<file path="config.mk">
export PLATFORM = sky130hd
export DESIGN_NAME = multicycle_core_flat
export DESIGN_NICKNAME = d
export VERILOG_FILES = /design/src/rtl/multicycle_core_if.sv /design/src/rtl/multicycle_core.sv /design/src/flat_wrapper.sv
export SDC_FILE = /design/constraint.sdc
export NUM_CORES = 2
export LEC_CHECK = 0
export ABC_AREA = 1
export CAP_MARGIN = 20
export CORE_AREA = 2 2 721 364
export CTS_BUF_LIST = sky130_fd_sc_hd__clkbuf_8 sky130_fd_sc_hd__clkbuf_16
export CTS_CLUSTER_DIAMETER = 50
export DETAILED_ROUTE_END_ITERATION = 8
export DIE_AREA = 0 0 723 366
export HOLD_SLACK_MARGIN = 0.03
export SYNTH_ARGS = -nofsm -noshare
export SYNTH_HDL_FRONTEND = slang
export SYNTH_SLANG_ARGS = --single-unit
export TNS_END_PERCENT = 20
</file>
<file path="constraint.sdc">
create_clock -name clk -period 135.5 [get_ports clk]
set_clock_uncertainty 0.05 [all_clocks]
set_input_delay 27.1 -clock clk [delete_from_list [all_inputs] [get_ports clk]]
set_output_delay 27.1 -clock clk [all_outputs]
set_load 0.1 [all_outputs]
</file>
<file path="src/rtl/multicycle_core_if.sv">
// rtl/multicycle_core_if.sv - instruction and data memory request buses of multicycle_core
interface multicycle_core_if #(
    parameter int XLEN            = 32,
    parameter int IMEM_ADDR_WIDTH = 10,
    parameter int DMEM_ADDR_WIDTH = 10
);
    logic                       imem_req;
    logic [IMEM_ADDR_WIDTH-1:0] imem_addr;
    logic                       imem_ready;
    logic [31:0]                imem_rdata;
    logic                       dmem_req;
    logic                       dmem_we;
    logic [DMEM_ADDR_WIDTH-1:0] dmem_addr;
    logic [XLEN-1:0]            dmem_wdata;
    logic                       dmem_ready;
    logic [XLEN-1:0]            dmem_rdata;

    modport master (
        output imem_req, imem_addr,
        input  imem_ready, imem_rdata,
        output dmem_req, dmem_we, dmem_addr, dmem_wdata,
        input  dmem_ready, dmem_rdata
    );

    modport slave (
        input  imem_req, imem_addr,
        output imem_ready, imem_rdata,
        input  dmem_req, dmem_we, dmem_addr, dmem_wdata,
        output dmem_ready, dmem_rdata
    );
endinterface

</file>
<file path="src/rtl/multicycle_core.sv">
// rtl/multicycle_core.sv - multi-cycle RV32I-subset core with valid/ready memory requests
// Optional macro MULTICYCLE_CORE_BRANCH_EXT_EN adds BNE/BLT/BGE/BLTU/BGEU.
module multicycle_core #(
    parameter int              XLEN            = 32,
    parameter int              IMEM_ADDR_WIDTH = 10,
    parameter int              DMEM_ADDR_WIDTH = 10,
    parameter logic [XLEN-1:0] RESET_PC        = '0,
    parameter int              DEBUG_REG       = 1
) (
    input  logic                     clk,
    input  logic                     rst,
    multicycle_core_if.master        mem,
    output logic                     halted,
    output logic                     retire,
    output logic [15:0]              debug
);
    localparam int         SHW     = $clog2(XLEN);
    localparam logic [4:0] DBG_IDX = DEBUG_REG[4:0];

    localparam logic [6:0] OPC_OP     = 7'b0110011;
    localparam logic [6:0] OPC_IMM    = 7'b0010011;
    localparam logic [6:0] OPC_LOAD   = 7'b0000011;
    localparam logic [6:0] OPC_STORE  = 7'b0100011;
    localparam logic [6:0] OPC_BRANCH = 7'b1100011;
    localparam logic [6:0] OPC_JAL    = 7'b1101111;
    localparam logic [6:0] OPC_LUI    = 7'b0110111;

    typedef enum logic [2:0] {
        S_FETCH, S_DECODE, S_EXECUTE, S_MEM, S_WB, S_HALT
    } state_t;

    state_t          state, state_nxt;
    logic [XLEN-1:0] pc, pc_plus4;
    logic [31:0]     ir;
    logic [XLEN-1:0] rs1_q, rs2_q, imm_q, res_q;
    logic [XLEN-1:0] regs [0:31];

    logic [6:0]      opcode, f7, shift_hi;
    logic [4:0]      rd, rs1, rs2;
    logic [2:0]      f3;
    logic            legal, br_legal, br_taken, is_store;
    logic [XLEN-1:0] imm, alu, alu_a, alu_b;
    logic [2:0]      alu_sel;
    logic            alu_alt;

    assign opcode   = ir[6:0];
    assign rd       = ir[11:7];
    assign f3       = ir[14:12];
    assign rs1      = ir[19:15];
    assign rs2      = ir[24:20];
    assign f7       = ir[31:25];
    assign is_store = (opcode == OPC_STORE);
    assign pc_plus4 = pc + XLEN'(4);
    // RV64 shift immediates use a 6-bit shamt, so only ir[31:26] is funct
    assign shift_hi = (XLEN == 64) ? {ir[31:26], 1'b0} : ir[31:25];

`ifdef MULTICYCLE_CORE_BRANCH_EXT_EN
    assign br_legal = (f3 != 3'b010) && (f3 != 3'b011);
    always_comb begin
        br_taken = 1'b0;
        case (f3)
            3'b000:  br_taken = (rs1_q == rs2_q);
            3'b001:  br_taken = (rs1_q != rs2_q);
            3'b100:  br_taken = ($signed(rs1_q) <  $signed(rs2_q));
            3'b101:  br_taken = ($signed(rs1_q) >= $signed(rs2_q));
            3'b110:  br_taken = (rs1_q <  rs2_q);
            3'b111:  br_taken = (rs1_q >= rs2_q);
            default: br_taken = 1'b0;
        endcase
    end
`else
    assign br_legal = (f3 == 3'b000);
    assign br_taken = (rs1_q == rs2_q);
`endif

    always_comb begin
        legal = 1'b0;
        case (opcode)
            OPC_OP:     legal = (f7 == 7'b0000000) ||
                                (f7 == 7'b0100000 && (f3 == 3'b000 || f3 == 3'b101));
            OPC_IMM: begin
                if (f3 == 3'b001)      legal = (shift_hi == 7'b0000000);
                else if (f3 == 3'b101) legal = (shift_hi == 7'b0000000) ||
                                               (shift_hi == 7'b0100000);
                else                   legal = 1'b1;
            end
            OPC_LOAD:   legal = (f3 == 3'b010);
            OPC_STORE:  legal = (f3 == 3'b010);
            OPC_BRANCH: legal = br_legal;
            OPC_JAL:    legal = 1'b1;
            OPC_LUI:    legal = 1'b1;
            default:    legal = 1'b0;
        endcase
    end

    always_comb begin
        imm = XLEN'($signed(ir[31:20]));
        case (opcode)
            OPC_STORE:  imm = XLEN'($signed({ir[31:25], ir[11:7]}));
            OPC_BRANCH: imm = XLEN'($signed({ir[31], ir[7], ir[30:25], ir[11:8], 1'b0}));
            OPC_JAL:    imm = XLEN'($signed({ir[31], ir[19:12], ir[20], ir[30:21], 1'b0}));
            OPC_LUI:    imm = XLEN'($signed({ir[31:12], 12'b0}));
            default:    imm = XLEN'($signed(ir[31:20]));
        endcase
    end

    // LUI reuses the adder with a zero base; loads/stores add the offset
    always_comb begin
        alu_a   = (opcode == OPC_LUI) ? '0 : rs1_q;
        alu_b   = (opcode == OPC_OP) ? rs2_q : imm_q;
        alu_sel = (opcode == OPC_OP || opcode == OPC_IMM) ? f3 : 3'b000;
        alu_alt = ((opcode == OPC_OP) && ir[30]) ||
                  ((opcode == OPC_IMM) && (f3 == 3'b101) && ir[30]);
        alu     = '0;
        case (alu_sel)
            3'b000:  alu = alu_alt ? alu_a - alu_b : alu_a + alu_b;
            3'b001:  alu = alu_a << alu_b[SHW-1:0];
            3'b010:  alu = XLEN'($signed(alu_a) < $signed(alu_b));
            3'b011:  alu = XLEN'(alu_a < alu_b);
            3'b100:  alu = alu_a ^ alu_b;
            3'b101:  alu = alu_alt ? XLEN'($signed(alu_a) >>> alu_b[SHW-1:0])
                                   : alu_a >> alu_b[SHW-1:0];
            3'b110:  alu = alu_a | alu_b;
            default: alu = alu_a & alu_b;
        endcase
    end

    always_ff @(posedge clk or posedge rst) begin
        if (rst) state <= S_FETCH;
        else     state <= state_nxt;
    end

    always_comb begin
        state_nxt = state;
        case (state)
            S_FETCH:   if (mem.imem_ready) state_nxt = S_DECODE;
            S_DECODE:  state_nxt = legal ? S_EXECUTE : S_HALT;
            S_EXECUTE: begin
                if (opcode == OPC_BRANCH)                        state_nxt = S_FETCH;
                else if (opcode == OPC_LOAD || opcode == OPC_STORE) state_nxt = S_MEM;
                else                                             state_nxt = S_WB;
            end
            S_MEM:     if (mem.dmem_ready) state_nxt = is_store ? S_FETCH : S_WB;
            S_WB:      state_nxt = S_FETCH;
            default:   state_nxt = S_HALT;
        endcase
    end

    // Requests are gated by rst so an aborted transaction drops immediately
    always_comb begin
        mem.imem_req   = !rst && (state == S_FETCH);
        mem.imem_addr  = rst ? '0 : pc[IMEM_ADDR_WIDTH+1:2];
        mem.dmem_req   = !rst && (state == S_MEM);
        mem.dmem_we    = !rst && (state == S_MEM) && is_store;
        mem.dmem_addr  = res_q[DMEM_ADDR_WIDTH+1:2];
        mem.dmem_wdata = rs2_q;
        halted         = (state == S_HALT);
        retire         = (state == S_WB) ||
                         ((state == S_EXECUTE) && (opcode == OPC_BRANCH)) ||
                         ((state == S_MEM) && is_store && mem.dmem_ready);
        debug          = regs[DBG_IDX][15:0];
    end

    always_ff @(posedge clk or posedge rst) begin
        if (rst) begin
            pc    <= RESET_PC;
            ir    <= '0;
            rs1_q <= '0;
            rs2_q <= '0;
            imm_q <= '0;
            res_q <= '0;
            for (int i = 0; i < 32; i++) regs[i] <= '0;
        end else begin
            case (state)
                S_FETCH: if (mem.imem_ready) ir <= mem.imem_rdata;
                S_DECODE: begin
                    rs1_q <= regs[rs1];
                    rs2_q <= regs[rs2];
                    imm_q <= imm;
                end
                S_EXECUTE: begin
                    if (opcode == OPC_BRANCH) begin
                        pc <= br_taken ? pc + imm_q : pc_plus4;
                    end else if (opcode == OPC_JAL) begin
                        res_q <= pc_plus4;
                        pc    <= pc + imm_q;
                    end else begin
                        res_q <= alu;
                    end
                end
                S_MEM: begin
                    if (mem.dmem_ready) begin
                        if (is_store) pc <= pc_plus4;
                        else          res_q <= mem.dmem_rdata;
                    end
                end
                S_WB: begin
                    if (rd != 5'd0) regs[rd] <= res_q;
                    if (opcode != OPC_JAL) pc <= pc_plus4;
                end
                default: ;
            endcase
        end
    end
endmodule
</file>
<file path="src/flat_wrapper.sv">
// flat-port wrapper written by rule: the top's interface ports become plain ports
module multicycle_core_flat 
#(
    parameter int              XLEN            = 32,
    parameter int              IMEM_ADDR_WIDTH = 10,
    parameter int              DMEM_ADDR_WIDTH = 10,
    parameter logic [XLEN-1:0] RESET_PC        = '0,
    parameter int              DEBUG_REG       = 1
)
  (clk, rst, halted, retire, debug, mem_imem_req, mem_imem_addr, mem_imem_ready, mem_imem_rdata, mem_dmem_req, mem_dmem_we, mem_dmem_addr, mem_dmem_wdata, mem_dmem_ready, mem_dmem_rdata);
  multicycle_core_if #(.XLEN(XLEN), .IMEM_ADDR_WIDTH(IMEM_ADDR_WIDTH), .DMEM_ADDR_WIDTH(DMEM_ADDR_WIDTH)) mem_i ();
  input  logic clk;
  input  logic rst;
  output logic halted;
  output logic retire;
  output logic [15:0] debug;
  output wire logic [$bits(mem_i.imem_req)-1:0] mem_imem_req;
  output wire logic [$bits(mem_i.imem_addr)-1:0] mem_imem_addr;
  input wire logic [$bits(mem_i.imem_ready)-1:0] mem_imem_ready;
  input wire logic [$bits(mem_i.imem_rdata)-1:0] mem_imem_rdata;
  output wire logic [$bits(mem_i.dmem_req)-1:0] mem_dmem_req;
  output wire logic [$bits(mem_i.dmem_we)-1:0] mem_dmem_we;
  output wire logic [$bits(mem_i.dmem_addr)-1:0] mem_dmem_addr;
  output wire logic [$bits(mem_i.dmem_wdata)-1:0] mem_dmem_wdata;
  input wire logic [$bits(mem_i.dmem_ready)-1:0] mem_dmem_ready;
  input wire logic [$bits(mem_i.dmem_rdata)-1:0] mem_dmem_rdata;
  assign mem_imem_req = mem_i.imem_req;
  assign mem_imem_addr = mem_i.imem_addr;
  assign mem_i.imem_ready = mem_imem_ready;
  assign mem_i.imem_rdata = mem_imem_rdata;
  assign mem_dmem_req = mem_i.dmem_req;
  assign mem_dmem_we = mem_i.dmem_we;
  assign mem_dmem_addr = mem_i.dmem_addr;
  assign mem_dmem_wdata = mem_i.dmem_wdata;
  assign mem_i.dmem_ready = mem_dmem_ready;
  assign mem_i.dmem_rdata = mem_dmem_rdata;
  multicycle_core #(.XLEN(XLEN), .IMEM_ADDR_WIDTH(IMEM_ADDR_WIDTH), .DMEM_ADDR_WIDTH(DMEM_ADDR_WIDTH), .RESET_PC(RESET_PC), .DEBUG_REG(DEBUG_REG)) u_core (.clk(clk), .rst(rst), .mem(mem_i), .halted(halted), .retire(retire), .debug(debug));
endmodule
</file>
==> results.md <==
- Switch share: 55.13%
- Ports: 141
- Post-Route Utilization: around 32%
- Site row count: 132
- Die area: 264600 um^2
- Setup crit start kind: input pin
- Worst-path clk slew: 60 ps
- Remaining Overflow, GRT: 0
- Minimum clock period: 56630 ps
- Sequential power share: 25.2%
- Measured slew at the worst slew-check pin: 1244 ps
- Post-synthesis sequential area ratio: 40.85%
- Worst hold margin: 348.8 ps
- Hold WC Path Type: register to register
- Synthesized instance count: 10639
- Die extent in y: roughly 370 um
- Dpl hpwl: 205900 um
- CTS Hold Bufs: 0
- Int Pwr: 1.104 mW
- Period utilization: 41.79%
- PortBufs: 140
- Grt met3 use: 5.434%
- Crit Path Class: input pin to output pin
- Post-CTS resize count: 0
- Post-synth top area cell: dfrtp_1
- Routed Antenna Nets: 0
- Min-delay src: u_core.regs[1002]
- Most used DFF post-synth: dfrtp_1
- Combinational Power Share: 58.6%
- Worst path arrival time: 29480 ps
- Routed vias/inst: 5.764
- Crit-path max FO: 14
- Peak VDD IR: 0.01656 mV
- TNS Setup: 0 ps
- CP Capture Type: output pin
- Endpoints failing setup: 0
- Top-area cell type share of the netlist area: roughly two fifths
- Status: finished clean
- Slowest stage delay, CP: ~1200 ps
- Initial core utilization: 28.95%
- Area Overhead vs Synth: 10.80%
- Global Route met1 Usage: 33.10%
- Reg-to-reg startpoint: u_core.ir[15]
- DRT Wirelength: 336600 um
- Ys async rst share: 100.0%
- Tot GR Track Use: 24.37%
- Synth top cells by count: o21ai_0, nand2_1, nor2_1, dfrtp_1, clkbuf_1
- Synthesized flop and latch total: 1219
- Relative slew slack: ~17%
- Via Count: 78930
- Wirelength per Cell: 24.58 um
- GR Util met2: 36.18%
- Initial antenna violation count: 11
- Max Buffers Root-to-Sink: 3
- Pins Over Slew Limit: 0
- Gpl congestion: ~1
- Largest net degree at the start of global routing: 163
- # fillers: 27815
- Net switching component of the power: 1.356 mW
- Clock power frac: 16.1%
- Share of layout cells above drive strength 1: 4.849%
- Synth Cell Area: about 75000 um^2
- YS warnings: 0
- First-pass GRT wire length: 491000 um
- Count leader, synth: o21ai_0
- GRT busiest layer: met2
- CP top delay family: buffers and inverters
- Clk sinks: between 1000 and 1500
- Yosys cell types: 61
- Core area: between 200000 and 300000 um^2
- Worst setup path startpoint: rst
- Max Cap Viol: 0
- Post-synth EDFFs: 0
- Top cell by count, worst path: clkdlybuf4s50_1
- Syn Area/Cell: about 7.0 um^2
- Syn_nets: 10837
- Cells along the critical path: clkdlybuf4s50_1, nor4_1, clkdlybuf4s50_1
- Initial DRC count: around 12000
- Largest cells by area after synthesis: dfrtp_1, o21ai_0, nand2_1
- Number of global-route vias before repair: 72228
- RSZ-0062 raised after global routing: false
- Die X: 723 um
- Root Buffer: clkbuf_16
- Post-route DRC: 0
- WP buf/inv: 2
- H-tree depth: 4
- CTS tree: yes
- Pre-antenna DRT Iters: 8
- Setup Fix Bufs, Post-CTS: 0
- Post-layout net count: 10300
- Total power: approximately 2.5 mW
- Clk_lat worst skew: about 810 ps
- CTS Buf Count: around 140
- Critical Path RT: between 100000 and 150000 ps
- PwrDens: 29.74 nW/um^2
- Max Freq: between 0.015 and 0.02 GHz
- Final hold viol count: 0
- Pleak: 36.43 nW
- CP max stage cell: clkdlybuf4s50_1
cell usage in the layout (no fill, tap or decap), types with 16 or more instances in the layout:
cell type | Yosys | layout
o21ai_1 | 48 | 48
nor4_1 | 16 | 16
inv_1 | 445 | 470
o21ai_0 | 2502 | 2502
ha_1 | 129 | 129
a2bb2oi_1 | 19 | 19
o211ai_1 | 41 | 41
dfrtp_1 | 1219 | 1209
xor2_1 | 44 | 44
o32ai_1 | 23 | 23
inv_2 | 22 | 25
nand2_1 | 2002 | 1970
a21oi_1 | 266 | 266
clkbuf_16 | 0 | 145
clkdlybuf4s50_1 | 0 | 133
nor3_1 | 48 | 45
nand4_1 | 38 | 38
nor2_1 | 1681 | 1680
o221ai_1 | 87 | 87
o22ai_1 | 566 | 566
nand3_1 | 299 | 299
buf_4 | 33 | 110
a31oi_1 | 21 | 21
or2_2 | 17 | 17
nand2_4 | 5 | 37
clkbuf_8 | 0 | 27
logic make-up (layout without fill, tap and decap cells):
group | after synthesis | count (layout) | share of synthesized area (%)
fa+ha+maj | 130 | 130 | 2.188
mux | 12 | 12 | 0.1810
other cells | 0 | 1 | 0
buf+inv | 1410 | 980 | 7.440
simple gates | 4150 | 4150 | 22.01
flops | 1219 | 1219 | 40.85
compound gates | 3662 | 3662 | 26.68
xor+xnor | 56 | 56 | 0.6568
area by class of cell:
type	instances	area, um^2	area share [%]
multi-input combinational	8010	38870	46.98
sequential	1219	30540	36.91
clock inverter	80	785.8	0.9497
timing repair buffer	257	2365	2.858
inverter	471	1815	2.194
clock buffer	172	4000	4.835
antenna	1	2.502	0.003025
tap	3484	4359	5.269
per-layer routing:
metal / vias up / part of all wire (%)
met5: - / 0.010
met1: 38117 / 40
li1: 34919 / -
met4: 6 / 5.8
met2: 4986 / 42
met3: 902 / 12
per-stage QoR:
step                cells  setup WS (ps)  area, um^2
floorplan           10639          73910       74670
global placement    13431          78940       77860
detailed placement  13433          78920       77870
CTS                 13685          78900       82660
global route        13693          78810       82730
finish              13694          78870       82730
flip-flops by register name, summed over array words and instances (netlist names):
name / flops
u_core.regs: 1008
u_core.imm_q: 32
u_core.ir: 32
u_core.mem.dmem_wdata: 32
u_core.pc: 32
u_core.res_q: 32
u_core.rs1_q: 32
u_core.debug: 16
u_core.state: 3
power groups by stage:
| stage | Combinational (mW) | Clock, mW | Sequential, mW |
|---|---|---|---|
| floorplan | 0.899 | 0 | 0.595 |
| global placement | 1.38 | 0 | 0.615 |
| detailed placement | 1.39 | 0 | 0.618 |
| CTS | 1.39 | 0.399 | 0.613 |
| global route | 1.55 | 0.416 | 0.633 |
| finish | 1.44 | 0.397 | 0.621 |
path summary, 6_finish.rpt:
check	to	slack [ps]	cells past startpoint
max in group asynchronous	u_core.regs[64]	104140	6
hold / removal	u_core.regs[1002]	350	0
hold reg to reg	u_core.regs[1002]	350	0
min in group asynchronous	u_core.ir[25]	27190	2
setup reg to reg	u_core.rs1_q[8]	129390	10
setup / recovery	mem_dmem_we	78870	3
Power figures use the tool's default switching activity.
